[config.mk]
export PLATFORM = sky130hd
export DESIGN_NAME = idma_lane_realign_buffer
export DESIGN_NICKNAME = d
export VERILOG_FILES = /design/src/rtl/idma_lane_realign_buffer.sv
export SDC_FILE = /design/constraint.sdc
export NUM_CORES = 1
export LEC_CHECK = 0
export BUFFER_PORTS_ARGS = -buffer_cell sky130_fd_sc_hd__buf_2
export CAP_MARGIN = 20
export CORE_ASPECT_RATIO = 0.8
export CORE_MARGIN = 2
export CORE_UTILIZATION = 60
export DETAILED_ROUTE_END_ITERATION = 12
export GPL_TIMING_DRIVEN = 1
export PLACE_DENSITY = 0.87
export SETUP_SLACK_MARGIN = 0.3
export SYNTH_ARGS = -nofsm -noshare
export SYNTH_HDL_FRONTEND = slang
export SYNTH_SLANG_ARGS = --single-unit
[constraint.sdc]
create_clock -name clk_i -period 4.13 [get_ports clk_i]
set_input_delay 0 -clock clk_i [delete_from_list [all_inputs] [get_ports clk_i]]
set_output_delay 0 -clock clk_i [all_outputs]
set_load 0.01 [all_outputs]
[src/rtl/idma_lane_realign_buffer.sv]
// Byte-lane realignment buffer: one small FIFO per byte lane between an input
// rotator and an output rotator, with per-lane fill reporting and flush.

module idma_lane_realign_fifo #(
    parameter int unsigned Depth     = 3,
    parameter int unsigned FillWidth = $clog2(Depth + 1)
) (
    input  logic                 clk_i,
    input  logic                 rst_i,
    input  logic                 flush_i,
    input  logic                 push_valid_i,
    input  logic [7:0]           push_data_i,
    output logic                 push_ready_o,
    output logic                 pop_valid_o,
    output logic [7:0]           pop_data_o,
    input  logic                 pop_ready_i,
    output logic [FillWidth-1:0] fill_o
);
    localparam int unsigned PtrWidth = $clog2(Depth);

    logic [7:0]           mem [Depth];
    logic [PtrWidth-1:0]  wptr_q, rptr_q;
    logic [FillWidth-1:0] fill_q;
    logic                 push, pop;

    // Ready depends only on registered fill, never on pop_ready_i
    assign push_ready_o = !rst_i && !flush_i && (fill_q != FillWidth'(Depth));
    assign pop_valid_o  = !rst_i && !flush_i && (fill_q != '0);
    assign push         = push_valid_i && push_ready_o;
    assign pop          = pop_valid_o && pop_ready_i;
    assign pop_data_o   = mem[rptr_q];
    assign fill_o       = rst_i ? '0 : fill_q;

    always_ff @(posedge clk_i) begin
        if (rst_i || flush_i) begin
            wptr_q <= '0;
            rptr_q <= '0;
            fill_q <= '0;
        end else begin
            // Explicit wrap so non-power-of-two depths work
            if (push) wptr_q <= (wptr_q == PtrWidth'(Depth - 1)) ? '0 : wptr_q + 1'b1;
            if (pop)  rptr_q <= (rptr_q == PtrWidth'(Depth - 1)) ? '0 : rptr_q + 1'b1;
            case ({push, pop})
                2'b10:   fill_q <= fill_q + 1'b1;
                2'b01:   fill_q <= fill_q - 1'b1;
                default: fill_q <= fill_q;
            endcase
        end
    end

    always_ff @(posedge clk_i) begin
        if (push) mem[wptr_q] <= push_data_i;
    end
endmodule

module idma_lane_realign_buffer #(
    parameter  int unsigned StrbWidth  = 8,
    parameter  int unsigned Depth      = 3,
    localparam int unsigned ShiftWidth = $clog2(StrbWidth),
    localparam int unsigned FillWidth  = $clog2(Depth + 1)
) (
    input  logic                           clk_i,
    input  logic                           rst_i,
    input  logic                           flush_i,
    input  logic [ShiftWidth-1:0]          in_shift_i,
    input  logic [8*StrbWidth-1:0]         in_data_i,
    input  logic [StrbWidth-1:0]           in_valid_i,
    output logic [StrbWidth-1:0]           in_ready_o,
    input  logic [ShiftWidth-1:0]          out_shift_i,
    output logic [8*StrbWidth-1:0]         out_data_o,
    output logic [StrbWidth-1:0]           out_valid_o,
    input  logic [StrbWidth-1:0]           out_ready_i,
    output logic [StrbWidth*FillWidth-1:0] lane_fill_o,
    output logic                           busy_o
);
    logic [StrbWidth-1:0][7:0]           lane_wdata, lane_head;
    logic [StrbWidth-1:0]                lane_wvalid, lane_ready, lane_valid, lane_pop_ready;
    logic [StrbWidth-1:0][FillWidth-1:0] lane_fill;

    for (genvar j = 0; j < StrbWidth; j++) begin : g_lane
        // Modulo arithmetic falls out of the ShiftWidth truncation (StrbWidth is 2^n)
        logic [ShiftWidth-1:0] in_src, in_dst, out_src, out_dst;
        assign in_src = ShiftWidth'(j) + in_shift_i;
        assign in_dst = ShiftWidth'(j) - in_shift_i;
        assign out_src = ShiftWidth'(j) + out_shift_i;
        assign out_dst = ShiftWidth'(j) - out_shift_i;

        assign lane_wdata[j]     = in_data_i[8*in_src +: 8];
        assign lane_wvalid[j]    = in_valid_i[in_src];
        assign in_ready_o[j]     = lane_ready[in_dst];
        assign out_data_o[8*j +: 8] = lane_head[out_src];
        assign out_valid_o[j]    = lane_valid[out_src];
        assign lane_pop_ready[j] = out_ready_i[out_dst];
        assign lane_fill_o[j*FillWidth +: FillWidth] = lane_fill[j];

        idma_lane_realign_fifo #(
            .Depth     (Depth),
            .FillWidth (FillWidth)
        ) i_fifo (
            .clk_i        (clk_i),
            .rst_i        (rst_i),
            .flush_i      (flush_i),
            .push_valid_i (lane_wvalid[j]),
            .push_data_i  (lane_wdata[j]),
            .push_ready_o (lane_ready[j]),
            .pop_valid_o  (lane_valid[j]),
            .pop_data_o   (lane_head[j]),
            .pop_ready_i  (lane_pop_ready[j]),
            .fill_o       (lane_fill[j])
        );
    end

    assign busy_o = |lane_fill_o;
endmodule

**Word-level counts from Yosys, hierarchy flattened**

Memory sizes are Yosys's and may differ from the RTL's. A register that Yosys moved wholly into a read port is not among the register bits.
Index checks and enable logic that the tools add are counted.

- Flip-flop bits (word level): 48
- Latch bits: 0
- RAM bits: 192
- Bits in read-only memories: 0
- Bits of input ports: 89
- Memories: 8

Memory list:

| name | words | width | read ports | clocked after memory_dff | wr ports | line | source |
|---|---|---|---|---|---|---|---|
| g_lane[0].i_fifo.mem | 3 | 8 | 1 | 1 | 1 | 21 | `logic [7:0] mem [Depth];` |
| g_lane[1].i_fifo.mem | 3 | 8 | 1 | 1 | 1 | 21 |  |
| g_lane[2].i_fifo.mem | 3 | 8 | 1 | 1 | 1 | 21 |  |
| g_lane[3].i_fifo.mem | 3 | 8 | 1 | 1 | 1 | 21 |  |
| g_lane[4].i_fifo.mem | 3 | 8 | 1 | 1 | 1 | 21 |  |
| g_lane[5].i_fifo.mem | 3 | 8 | 1 | 1 | 1 | 21 |  |
| 2 more memories | n/a | n/a | n/a | n/a | n/a | n/a |  |

- Add/sub/neg operators: 62
- Multipliers: 0
- Div/mod/pow operators: 0
- $lt $le $gt $ge: 32
- Equality and inequality tests: 40
- Shift-type cells: 8
- Mux-type cells: 144
- Bitwise logic cells: 0
- Reduce and logical (&&, ||, !) cells: 53

Operator list:

| operator | number |
|---|---|
| indexed part select 64 x 7 -> 8 bit | 8 |
| binary-select mux 8 bit (select 3 bit) | 8 |
| < comparator 3 x 4 -> 1 bit (second input constant) | 32 |
| binary-select mux 1 bit (select 3 bit) | 32 |
| 2-to-1 mux 2 bit | 40 |
| 2-to-1 mux 8 bit | 8 |
| adder 2 x 1 -> 2 bit (second input constant) | 24 |
| equality test 2 bit (second input constant) | 24 |
| 2-to-1 mux 1 bit | 48 |
| logical AND 1 bit | 33 |
| one-hot mux 2 bit (2 select lines) | 8 |
| nonzero test 2 bit | 16 |
| adder 3 bit (first input constant) | 8 |
| subtractor 3 bit (first input constant) | 8 |
| equality test 2 x 1 -> 1 bit (second input constant) | 8 |
| inequality test 2 bit (second input constant) | 8 |
| OR reduction 16 bit | 1 |
| subtractor 2 x 1 -> 2 bit (second input constant) | 8 |
| adder 2 x 3 -> 3 bit (first input constant) | 4 |
| subtractor 1 x 3 -> 3 bit (first input constant) | 4 |
| subtractor 2 x 3 -> 3 bit (first input constant) | 4 |
| adder 1 x 3 -> 3 bit (first input constant) | 2 |
| zero test 1 bit | 2 |
| logical OR 1 bit | 1 |

**Depth between registers and ports, before layout**

Gate-level depths: netlist of run 1.

- Word-level depth: 6
- Depth in mapped cells: 13
- Gate-level depth less buffers: 9

**Modules after synthesis**

From an unflattened synthesis of run 1, not the netlist that was laid out.

- Cell total of the unflattened synthesis: 1275
- Area, all modules: 18291.3 µm²

Modules (own cells, without submodules):

| module | instances | cells each | area each (µm²) | seq. area each (µm²) |
|---|---|---|---|---|
| idma_lane_realign_fifo | 8 | 88 | 1226.2 | 880.8 |
| idma_lane_realign_buffer | 1 | 571 | 8481.9 | 0.0 |

**Worst setup path after synthesis of run 1**

No wires, ideal clock.

- Path type: input port to flip-flop
- Start: input port in_shift_i[1]
- End: memory g_lane[1].i_fifo.mem[2][0] (enable)
- Arrival time: 2508 ps
- Data required time: 3745 ps
- Setup slack: 1237 ps
- Stages: 10
- Buffers on the path: 4
- Cell sequence: buf_2 buf_2 inv_1 ha_1 buf_4 mux4_2 mux2i_1 or2_2 buf_2 nor3b_1

- Longest elaborated chain between the ends: 6

RTL lines:

| item | line | source |
|---|---|---|
| start, declared | 65 | `input logic [ShiftWidth-1:0] in_shift_i,` |
| adder 1 x 3 -> 3 bit | 83 | `assign in_src = ShiftWidth'(j) + in_shift_i;` |
| binary-select mux 1 bit (select 3 bit) | 89 | `assign lane_wvalid[j] = in_valid_i[in_src];` |
| 2-to-1 mux 1 bit (not written as such) | 89 |  |
| logical AND 1 bit | 29 | `assign push = push_valid_i && push_ready_o;` |
| 2-to-1 mux 1 bit | 52 | `if (push) mem[wptr_q] <= push_data_i;` |
| 2-to-1 mux 1 bit (not written as such) | 52 |  |
| end, declared | 21 |  |

No other way between the ends. The select of a mux whose other input is x is not followed.

==> flow_summary.yaml, run 1 <==
clock_network:
  clock-root-buffer: "clkbuf_16"
  cts_max_level: 1
  cts_tree: "done"
  cts.sinks: 256
  hold_buffers: 0
  path_clk_slew_ns: 0.06
  post_cts_resized: 0
  cts_buffer_depth: 3
  cts_buffers: 26
  clock_latency_ns: 0.56
  cts_post_setup_buffers_inserted: 0
drt:
  antenna_left: 0
  drcViolationCount: 0
  wl_mm: 54.9
  routedWlPerCell_um: 28.7
  viasPerCell: 7.31
  dr.pass1.iters: 9
  vias: 14000
  drt_iter0_drc: 2092
synth:
  synth_xor_area_share_pct: 1.14
  synthArstFlopShare_pct: 0
  synth_fa_ha_area_share_pct: 0.888
  synth_area_um2: 16900
  ys_warn_count: 0
  ys_seq_area_share_pct: 41.7
  synth_cell_types: 49
  muxShareOfSynthArea_pct: 28.9
  yosys_register_bits: 256
  syn_nets: 1497
  synth_flop_cell: "edfxtp_1"
  yosys.area_share.simple_pct: 12.6
  synthCells: 1396
  synth.avg_cell_area_um2: 12.1
  synth_top_family_by_area: "multiplexers"
  synth-edff-count: 192
  synth_compound_area_share_pct: 11.0
final_layout:
  drive_above_1_share_pct: 30.2
  area_delta_synth_final_pct: 10.9
  final_cell_mix: "192 x edfxtp_1, 184 x buf_2, 146 x mux2i_1"
  mostFrequentLayoutCell: "edfxtp_1"
  final_area_um2: 18800
  fin_nets: 1629
  postLayoutCoreUtil_pct: 68.2
  diodes: 0
worst_setup_path:
  cp_num_buf_inv: 2
  cp.depth: 5
  ff2ff_setup_slack_ns: 1.38
  critPathMaxStageDelay_ns: 0.77
  crit_end: "out_data_o[40]"
  cp_top_family: "simple AND/OR/NAND/NOR gates"
  r2r-end: "g_lane[7].i_fifo.mem[0][4]$_DFFE_PP_"
  slowest_stage: "nor4_1"
  crit_type: "reg -> out"
  crit_chain: "inv_1 -> a211oi_1 -> nor3_1 -> nor4_1 -> buf_2"
  r2r_start: "g_lane[7].i_fifo.fill_q[1]$_SDFFE_PP0P_"
  path_max_fanout: 24
  end_kind: "primary output"
  crit_required_ns: 4.13
  ff2ff_path_depth: 4
  startpoint_type: "register"
  critPathArrivalTime_ns: 3.18
grt:
  grt_pass1_vias: 13000
  overflow: 0
  grt_usage_pct: 37.1
  grt_pass1_wl_mm: 81.2
  antenna_found_initial: 1
  grt_max_degree: 66
worst_hold_path:
  hold_path.class: "in -> reg"
  min_from: "flush_i"
floorplanning:
  fp.dieW_um: 192
  dieHeight_um: 154
  dieArea_um2: 29600
  num_io_pins: 186
  core_um2: 27500
  initial_core_util_pct: 61.5
  num_rows: 54
timing:
  slew_headroom_pct: 33.1
  finalCriticalPeriod_ns: 3.18
  clock_skew_ns: 0.00901
  hold_viol: 0
  rsz0062_at_grt: "false"
  postLayoutSetupSlackWorst_ns: 0.948
  setup_viol: 0
  finalCritPeriodShare_pct: 77.0
  drv_slew: 0
  max_freq_ghz: 0.314
  tightestPinTransition_ns: 0.998
  tns_ns: 0
run_status:
  outcome: "finished, final reports clean"
place:
  portBuffers: 185
  postPlaceCellArea_um2: 17900
  post-place-ws_ns: 1.23
  gp_congestion: 0.989
  hpwl_mm: 41.7
power_and_ir_drop:
  ir_worst_vdd_uv: 312
  power_density_nw_per_um2: 370
  power_leakage_nw: 6.75
job:
  cap_violations: 0
layout make-up:
cell class | count | area, µm²
Multi-Input combinational cell | 1021 | 9250
Inverter | 19 | 71.3
Timing Repair Buffer | 204 | 1070
Clock inverter | 15 | 134
Fill cell | 1926 | 8740
Sequential cell | 256 | 7050
Clock buffer | 31 | 733
Tap cell | 364 | 455
synthesized netlist by cell type, drive strengths merged, types with 3 or more instances:
master / count / share of area (%)
o2bb2ai: 8 / 0.41
nor2: 47 / 1.1
or3: 9 / 0.33
inv: 19 / 0.42
dfxtp: 64 / 7.6
o22ai: 8 / 0.30
a22oi: 3 / 0.13
xor2: 10 / 0.52
buf: 81 / 2.9
a211oi: 132 / 5.9
or2: 15 / 0.55
nand2: 46 / 1.0
mux4: 116 / 15
o21ai: 18 / 0.53
xnor2: 12 / 0.62
nor3b: 8 / 0.38
edfxtp: 192 / 34
nand2b: 13 / 0.48
nor3: 133 / 4.0
ha: 12 / 0.89
nor4: 39 / 1.4
mux2: 73 / 4.9
a211o: 4 / 0.21
mux2i: 146 / 8.6
a21oi: 10 / 0.30
nand3: 3 / 0.12
a21o: 64 / 2.8
clkbuf: 19 / 0.42
nor2b: 82 / 3.0
metrics by stage:
stage / power (W) / instances / hold slack (ns)
after global routing: 0.00711 / 1910 / 0.0898
after detailed placement: 0.00454 / 1864 / 0.472
after CTS: 0.00686 / 1910 / 0.0599
after floorplan: 0.00400 / 1396 / 0.369
final: 0.00694 / 1910 / 0.0641
after global placement: 0.00449 / 1864 / 0.459
worst min-delay path, delay by kind of cell:
| kind | cells | cell delay [ns] |
|---|---|---|
| multiplexers | 1 | 0.06 |
| AND/OR/NAND/NOR | 2 | 0.27 |
| buffers and inverters | 1 | 0.22 |
cells by family (layout without fill, tap and decap cells):
logic type      after synthesis  after routing
simple gates                398            398
mux                         335            335
compound gates              254            254
fa+ha+maj                    12             12
buf+inv                     119            269
flops                       256            256
xor+xnor                     22             22
routing by layer:
metal	vias to the layer above	global-route usage [%]	wire length [µm]
li1	5838	-	-
met3	138	16.0	9570
met5	-	0	13
met4	2	8.42	1470
met1	6747	52.9	21000
met2	1231	52.6	22900
state kept, by name (all words and copies together) (netlist names), named ones only:
name and flops:
g_lane.i_fifo.wptr_q 16, g_lane.i_fifo.mem 192, g_lane.i_fifo.rptr_q 16, g_lane.i_fifo.fill_q 16
power breakdown:
part           switching, W  internal [W]  total, W
clock               0.00104       0.00134   0.00238
sequential        0.0000348       0.00290   0.00294
combinational      0.000994      0.000633   0.00163
total               0.00207       0.00488   0.00694
worst min path at each step:
| stage | slack, ns | endpoint | cells past startpoint |
|---|---|---|---|
| final | 0.06 | g_lane[1].i_fifo.wptr_q[1]$_SDFFE_PP0P_ | 4 |
| after detailed placement | 0.47 | out_valid_o[0] | 3 |
| after CTS | 0.06 | g_lane[1].i_fifo.wptr_q[1]$_SDFFE_PP0P_ | 4 |
| after global routing | 0.09 | g_lane[0].i_fifo.mem[0][4]$_DFFE_PP_ | 3 |
| after global placement | 0.46 | out_valid_o[4] | 3 |
| after floorplan | 0.37 | lane_fill_o[10] | 3 |
Note: power is estimated with default switching activity, not from simulation.
==> run 2: changes to the inputs <==
Clock period 4.13 ns to 3.1 ns, I/O delays scaled along.
==> flow_summary.yaml, run 2 (synthesis gave the netlist of run 1 again) <==
power_and_ir_drop:
  intPower_w: 0.00655
  power_leakage_nw: 6.97
  power_density_nw_per_um2: 484
  swShare_pct: 29.1
  ir_worst_vdd_uv: 369
  switching_power_w: 0.00269
  pwr-share-seq_pct: 42.4
  power_frac_comb_pct: 24.1
  finalPower_w: 0.00924
  clkPwrFrac_pct: 33.6
floorplanning:
  dieArea_um2: 29600
  core_um2: 27500
  dieHeight_um: 154
  num_io_pins: 186
  num_rows: 54
  fp.dieW_um: 192
  initial_core_util_pct: 61.5
drt:
  viasPerCell: 7.30
  vias: 14300
  drcViolationCount: 0
  antenna_left: 0
  drt_iter0_drc: 2097
  dr.pass1.iters: 5
  routedWlPerCell_um: 29.2
  wl_mm: 57.1
worst_hold_path:
  holdPathStages: 3
  hold_path.class: "in -> reg"
timing:
  rsz0062_at_grt: "true"
  hold_slack_ns: 0.107
  slew_headroom_pct: 31.4
  finalCriticalPeriod_ns: 2.81
  hold_viol: 0
  setup_viol: 0
  clock_skew_ns: 0.0155
  tightestPinTransition_ns: 1.03
  tns_ns: 0
  max_freq_ghz: 0.356
  drv_slew: 0
  finalCritPeriodShare_pct: 90.6
worst_setup_path:
  crit_required_ns: 3.10
  ff2ff_setup_slack_ns: 0.69
  crit_type: "reg -> out"
  end_kind: "primary output"
  path_max_fanout: 24
  r2r_start: "g_lane[4].i_fifo.fill_q[1]$_SDFFE_PP0P_"
  startpoint_type: "register"
  r2r-end: "g_lane[4].i_fifo.fill_q[1]$_SDFFE_PP0P_"
  critPathArrivalTime_ns: 2.81
  ff2ff_path_depth: 5
  crit_end: "out_data_o[42]"
clock_network:
  clock_latency_ns: 0.54
  clock-root-buffer: "clkbuf_16"
  cts_buffer_depth: 3
  cts.sinks: 256
  cts_max_level: 1
  cts_tree: "done"
  path_clk_slew_ns: 0.06
  cts_post_setup_buffers_inserted: 0
  cts_buffers: 26
grt:
  grt_usage_pct: 38.8
  grt_max_degree: 67
  grt_pass1_wl_mm: 84.4
  use_met3_pct: 14.8
  overflow: 0
  grtUsageMet2_pct: 57.6
  busiest_layer: "met2"
  grt_use_met1_pct: 54.2
  antenna_found_initial: 0
  grt_pass1_vias: 13400
final_layout:
  mostFrequentLayoutCell: "edfxtp_1"
  area_delta_synth_final_pct: 12.9
  diodes: 0
  regMostFlops: "g_lane.i_fifo.mem"
  largest_reg_flops: 192
  final_area_um2: 19100
  fin_nets: 1674
  drive_above_1_share_pct: 32.6
  final_cell_mix: "192 x edfxtp_1, 184 x buf_2, 145 x mux2i_1"
run_status:
  outcome: "finished, final reports clean"
place:
  portBuffers: 185
  hpwl_mm: 43.5
  postPlaceCellArea_um2: 18200
  gp_congestion: 0.986
job:
  cap_violations: 0
run 2: cell types whose count changed in the layout (fill, tap and decap cells not counted), moves of 3 or more:
cell       previous run  this run
buf_4                20        65
clkbuf_1              2         8
clkbuf_16            29        26
clkinv_2              3         6
dfxtp_1              64        58
dfxtp_2               0         6
run 2: worst min-delay path by stage:
stage | start | end
floorplan | rst_i | lane_fill_o[10]
global placement | g_lane[2].i_fifo.wptr_q[1]$_SDFFE_PP0P_ | g_lane[2].i_fifo.wptr_q[1]$_SDFFE_PP0P_
detailed placement | out_shift_i[2] | out_valid_o[4]
CTS | in_data_i[6] | g_lane[0].i_fifo.mem[2][6]$_DFFE_PP_
global route | in_data_i[6] | g_lane[0].i_fifo.mem[2][6]$_DFFE_PP_
finish | in_data_i[6] | g_lane[0].i_fifo.mem[0][6]$_DFFE_PP_
run 2: worst max-delay path, stage by stage (launching register included):
cell,delay (ns)
dfxtp_1,0.56
inv_2,0.32
a211oi_1,0.52
nor3_1,0.10
nor4_1,0.54
buf_2,0.24
run 2: power groups by stage:
stage	clock (W)	combinational, W	sequential (W)
floorplan	0	0.00136	0.00397
global placement	0	0.00205	0.00398
detailed placement	0	0.00211	0.00399
CTS	0.00307	0.00214	0.00391
global route	0.00323	0.00233	0.00392
finish	0.00310	0.00222	0.00392
run 2: layer usage:
layer	part of all wire [%]	routed length, µm	up-vias
met5	0	0	-
met4	2.9	1640	0
met3	17	9760	150
met2	43	24700	1302
met1	37	21000	6890
li1	-	-	5946
run 2: area by class of cell:
type | count | area, µm²
sequential | 256 | 7050
clock inverter | 14 | 151
clock buffer | 34 | 681
inverter | 19 | 73.8
tap | 364 | 455
multi-input combinational | 1021 | 9280
timing repair buffer | 249 | 1410
fill | 1879 | 8400
run 2: stage by stage:
stage          util (%)  instances  setup slack (ns)
2_1_floorplan         -       1396             0.389
3_3_place_gp       66.3       1909             0.423
3_5_place_dp       66.3       1909             0.329
4_1_cts            69.4       1957             0.309
5_1_grt            69.5       1957             0.301
6_report           69.5       1957             0.291
run 2: timing repair:
item | in CTS | in global routing
setup endpoints to repair | 3 | 9
gates resized for setup | 4 | 8
hold buffers | 0 | 0
==> run 3: changes to the inputs <==
Settings changed: CORE_ASPECT_RATIO 0.8 to default, PLACE_DENSITY 0.87 to 0.86.
==> flow_summary.yaml, run 3 (synthesis gave the netlist of run 1 again) <==
final_layout:
  postLayoutCoreUtil_pct: 68.7
  diodes: 0
  register_area_um2: 7060
  regMostFlops: "g_lane.i_fifo.mem"
  drive_above_1_share_pct: 32.2
  largest_reg_flops: 192
  mostFrequentLayoutCell: "edfxtp_1"
  fin_nets: 1658
  final_cell_mix: "192 x edfxtp_1, 184 x buf_2, 146 x mux2i_1"
  nFillCells: 1998
  area_delta_synth_final_pct: 12.8
  multi_input_area_um2: 9280
place:
  gp_congestion: 1.04
  hpwl_mm: 43.9
  portBuffers: 185
power_and_ir_drop:
  clkPwrFrac_pct: 34.0
  intPower_w: 0.00657
  switching_power_w: 0.00272
  power_frac_comb_pct: 23.9
  power_leakage_nw: 6.93
  pwr-share-seq_pct: 42.1
  ir_worst_vdd_uv: 438
  power_density_nw_per_um2: 487
  swShare_pct: 29.2
worst_setup_path:
  cp_num_buf_inv: 1
  crit_required_ns: 3.10
  end_kind: "primary output"
  cp_top_family: "simple AND/OR/NAND/NOR gates"
  critPathMaxStageDelay_ns: 0.63
  crit_type: "reg -> out"
  slowest_stage: "dfxtp_1"
  startpoint_type: "register"
  crit_chain: "mux2i_1 -> a211oi_1 -> nor3_1 -> nor4_1 -> buf_2"
  critPathArrivalTime_ns: 2.76
  r2r-end: "g_lane[4].i_fifo.mem[2][0]$_DFFE_PP_"
  cp.depth: 5
  crit_end: "out_data_o[56]"
  path_max_fanout: 8
  r2r_start: "g_lane[4].i_fifo.fill_q[1]$_SDFFE_PP0P_"
  ff2ff_setup_slack_ns: 0.58
  ff2ff_path_depth: 3
worst_hold_path:
  hold_path.class: "in -> reg"
  holdPathStages: 3
grt:
  grt_pass1_vias: 13100
  antenna_found_initial: 2
  grt_usage_pct: 38.5
  grtUsageMet2_pct: 59.5
  grt_pass1_wl_mm: 82.7
  overflow: 0
  grt_max_degree: 67
  use_met3_pct: 8.38
  grt_use_met1_pct: 53.0
  busiest_layer: "met2"
timing:
  hold_slack_ns: 0.0745
  finalCritPeriodShare_pct: 89.0
  tns_ns: 0
  tightestPinTransition_ns: 0.990
  max_freq_ghz: 0.363
  setup_viol: 0
  slew_headroom_pct: 34.0
  drv_slew: 0
  hold_viol: 0
  rsz0062_at_grt: "true"
  finalCriticalPeriod_ns: 2.76
  clock_skew_ns: 0.0207
clock_network:
  clock_latency_ns: 0.55
  clock-root-buffer: "clkbuf_16"
  path_clk_slew_ns: 0.06
  cts_tree: "done"
  cts.sinks: 256
  cts_buffer_depth: 3
  cts_max_level: 1
  cts_buffers: 26
floorplanning:
  fp.dieW_um: 172
  dieHeight_um: 172
  num_io_pins: 186
  core_um2: 27800
  dieArea_um2: 29500
  initial_core_util_pct: 60.9
  num_rows: 61
drt:
  antenna_left: 0
  viasPerCell: 7.21
  wl_mm: 56.6
  dr.pass1.iters: 6
  drt_iter0_drc: 2020
  vias: 14100
  drcViolationCount: 0
  routedWlPerCell_um: 28.9
run_status:
  outcome: "finished, final reports clean"
job:
  cap_violations: 0
-- run 3: what timing repair did --
action                     4_1_cts  5_1_grt
setup buffers                    0        0
hold endpoints to repair         5        0
gates resized for setup          4        9
setup endpoints to repair        8       25
hold buffers                     1        0
pin swaps                        0        0
-- run 3: metrics by stage --
stage / total power (W) / cell area [µm²] / setup WS, ns / std cells
floorplan: 0.00533 / 16900 / 0.389 / 1396
global placement: 0.00605 / 18200 / 0.418 / 1906
detailed placement: 0.00611 / 18200 / 0.312 / 1906
CTS: 0.00921 / 19000 / 0.318 / 1955
global route: 0.00953 / 19100 / 0.259 / 1955
finish: 0.00929 / 19100 / 0.342 / 1955
-- run 3: per-layer routing --
layer  vias up  share of wire, %  routed length (µm)
met1      6828                36               20600
met3       171                14                7980
met2      1197                44               24900
met5         -             0.018                  10
li1       5894                 -                   -
met4         2               5.4                3060
-- run 3: power groups by stage --
| stage | Sequential, W | Clock (W) | Combinational (W) |
|---|---|---|---|
| finish | 0.00391 | 0.00315 | 0.00222 |
| global route | 0.00392 | 0.00329 | 0.00232 |
| CTS | 0.00391 | 0.00315 | 0.00214 |
| detailed placement | 0.00399 | 0 | 0.00212 |
| global placement | 0.00398 | 0 | 0.00207 |
| floorplan | 0.00397 | 0 | 0.00136 |
-- run 3: worst min-delay path by stage --
stage,start,endpoint,slack [ns]
CTS,in_data_i[44],g_lane[5].i_fifo.mem[0][4]$_DFFE_PP_,0.07
finish,in_data_i[12],g_lane[6].i_fifo.mem[2][4]$_DFFE_PP_,0.07
global placement,g_lane[7].i_fifo.wptr_q[1]$_SDFFE_PP0P_,g_lane[7].i_fifo.wptr_q[1]$_SDFFE_PP0P_,0.46
floorplan,rst_i,lane_fill_o[10],0.37
global route,in_data_i[40],g_lane[6].i_fifo.mem[2][0]$_DFFE_PP_,0.09
detailed placement,in_shift_i[2],in_ready_o[3],0.48
-- run 3: final cells by class --
class | instances | share of cell area, %
Clock buffer | 40 | 4.06
Clock inverter | 8 | 0.505
Inverter | 19 | 0.374
Multi-Input combinational cell | 1021 | 48.7
Sequential cell | 256 | 37.0
Tap cell | 378 | 2.48
Timing Repair Buffer | 233 | 6.92
-- run 3: worst min-delay path: stages --
cell    delay [ns]
buf_2         0.11
mux4_2        0.24
mux2_2        0.17
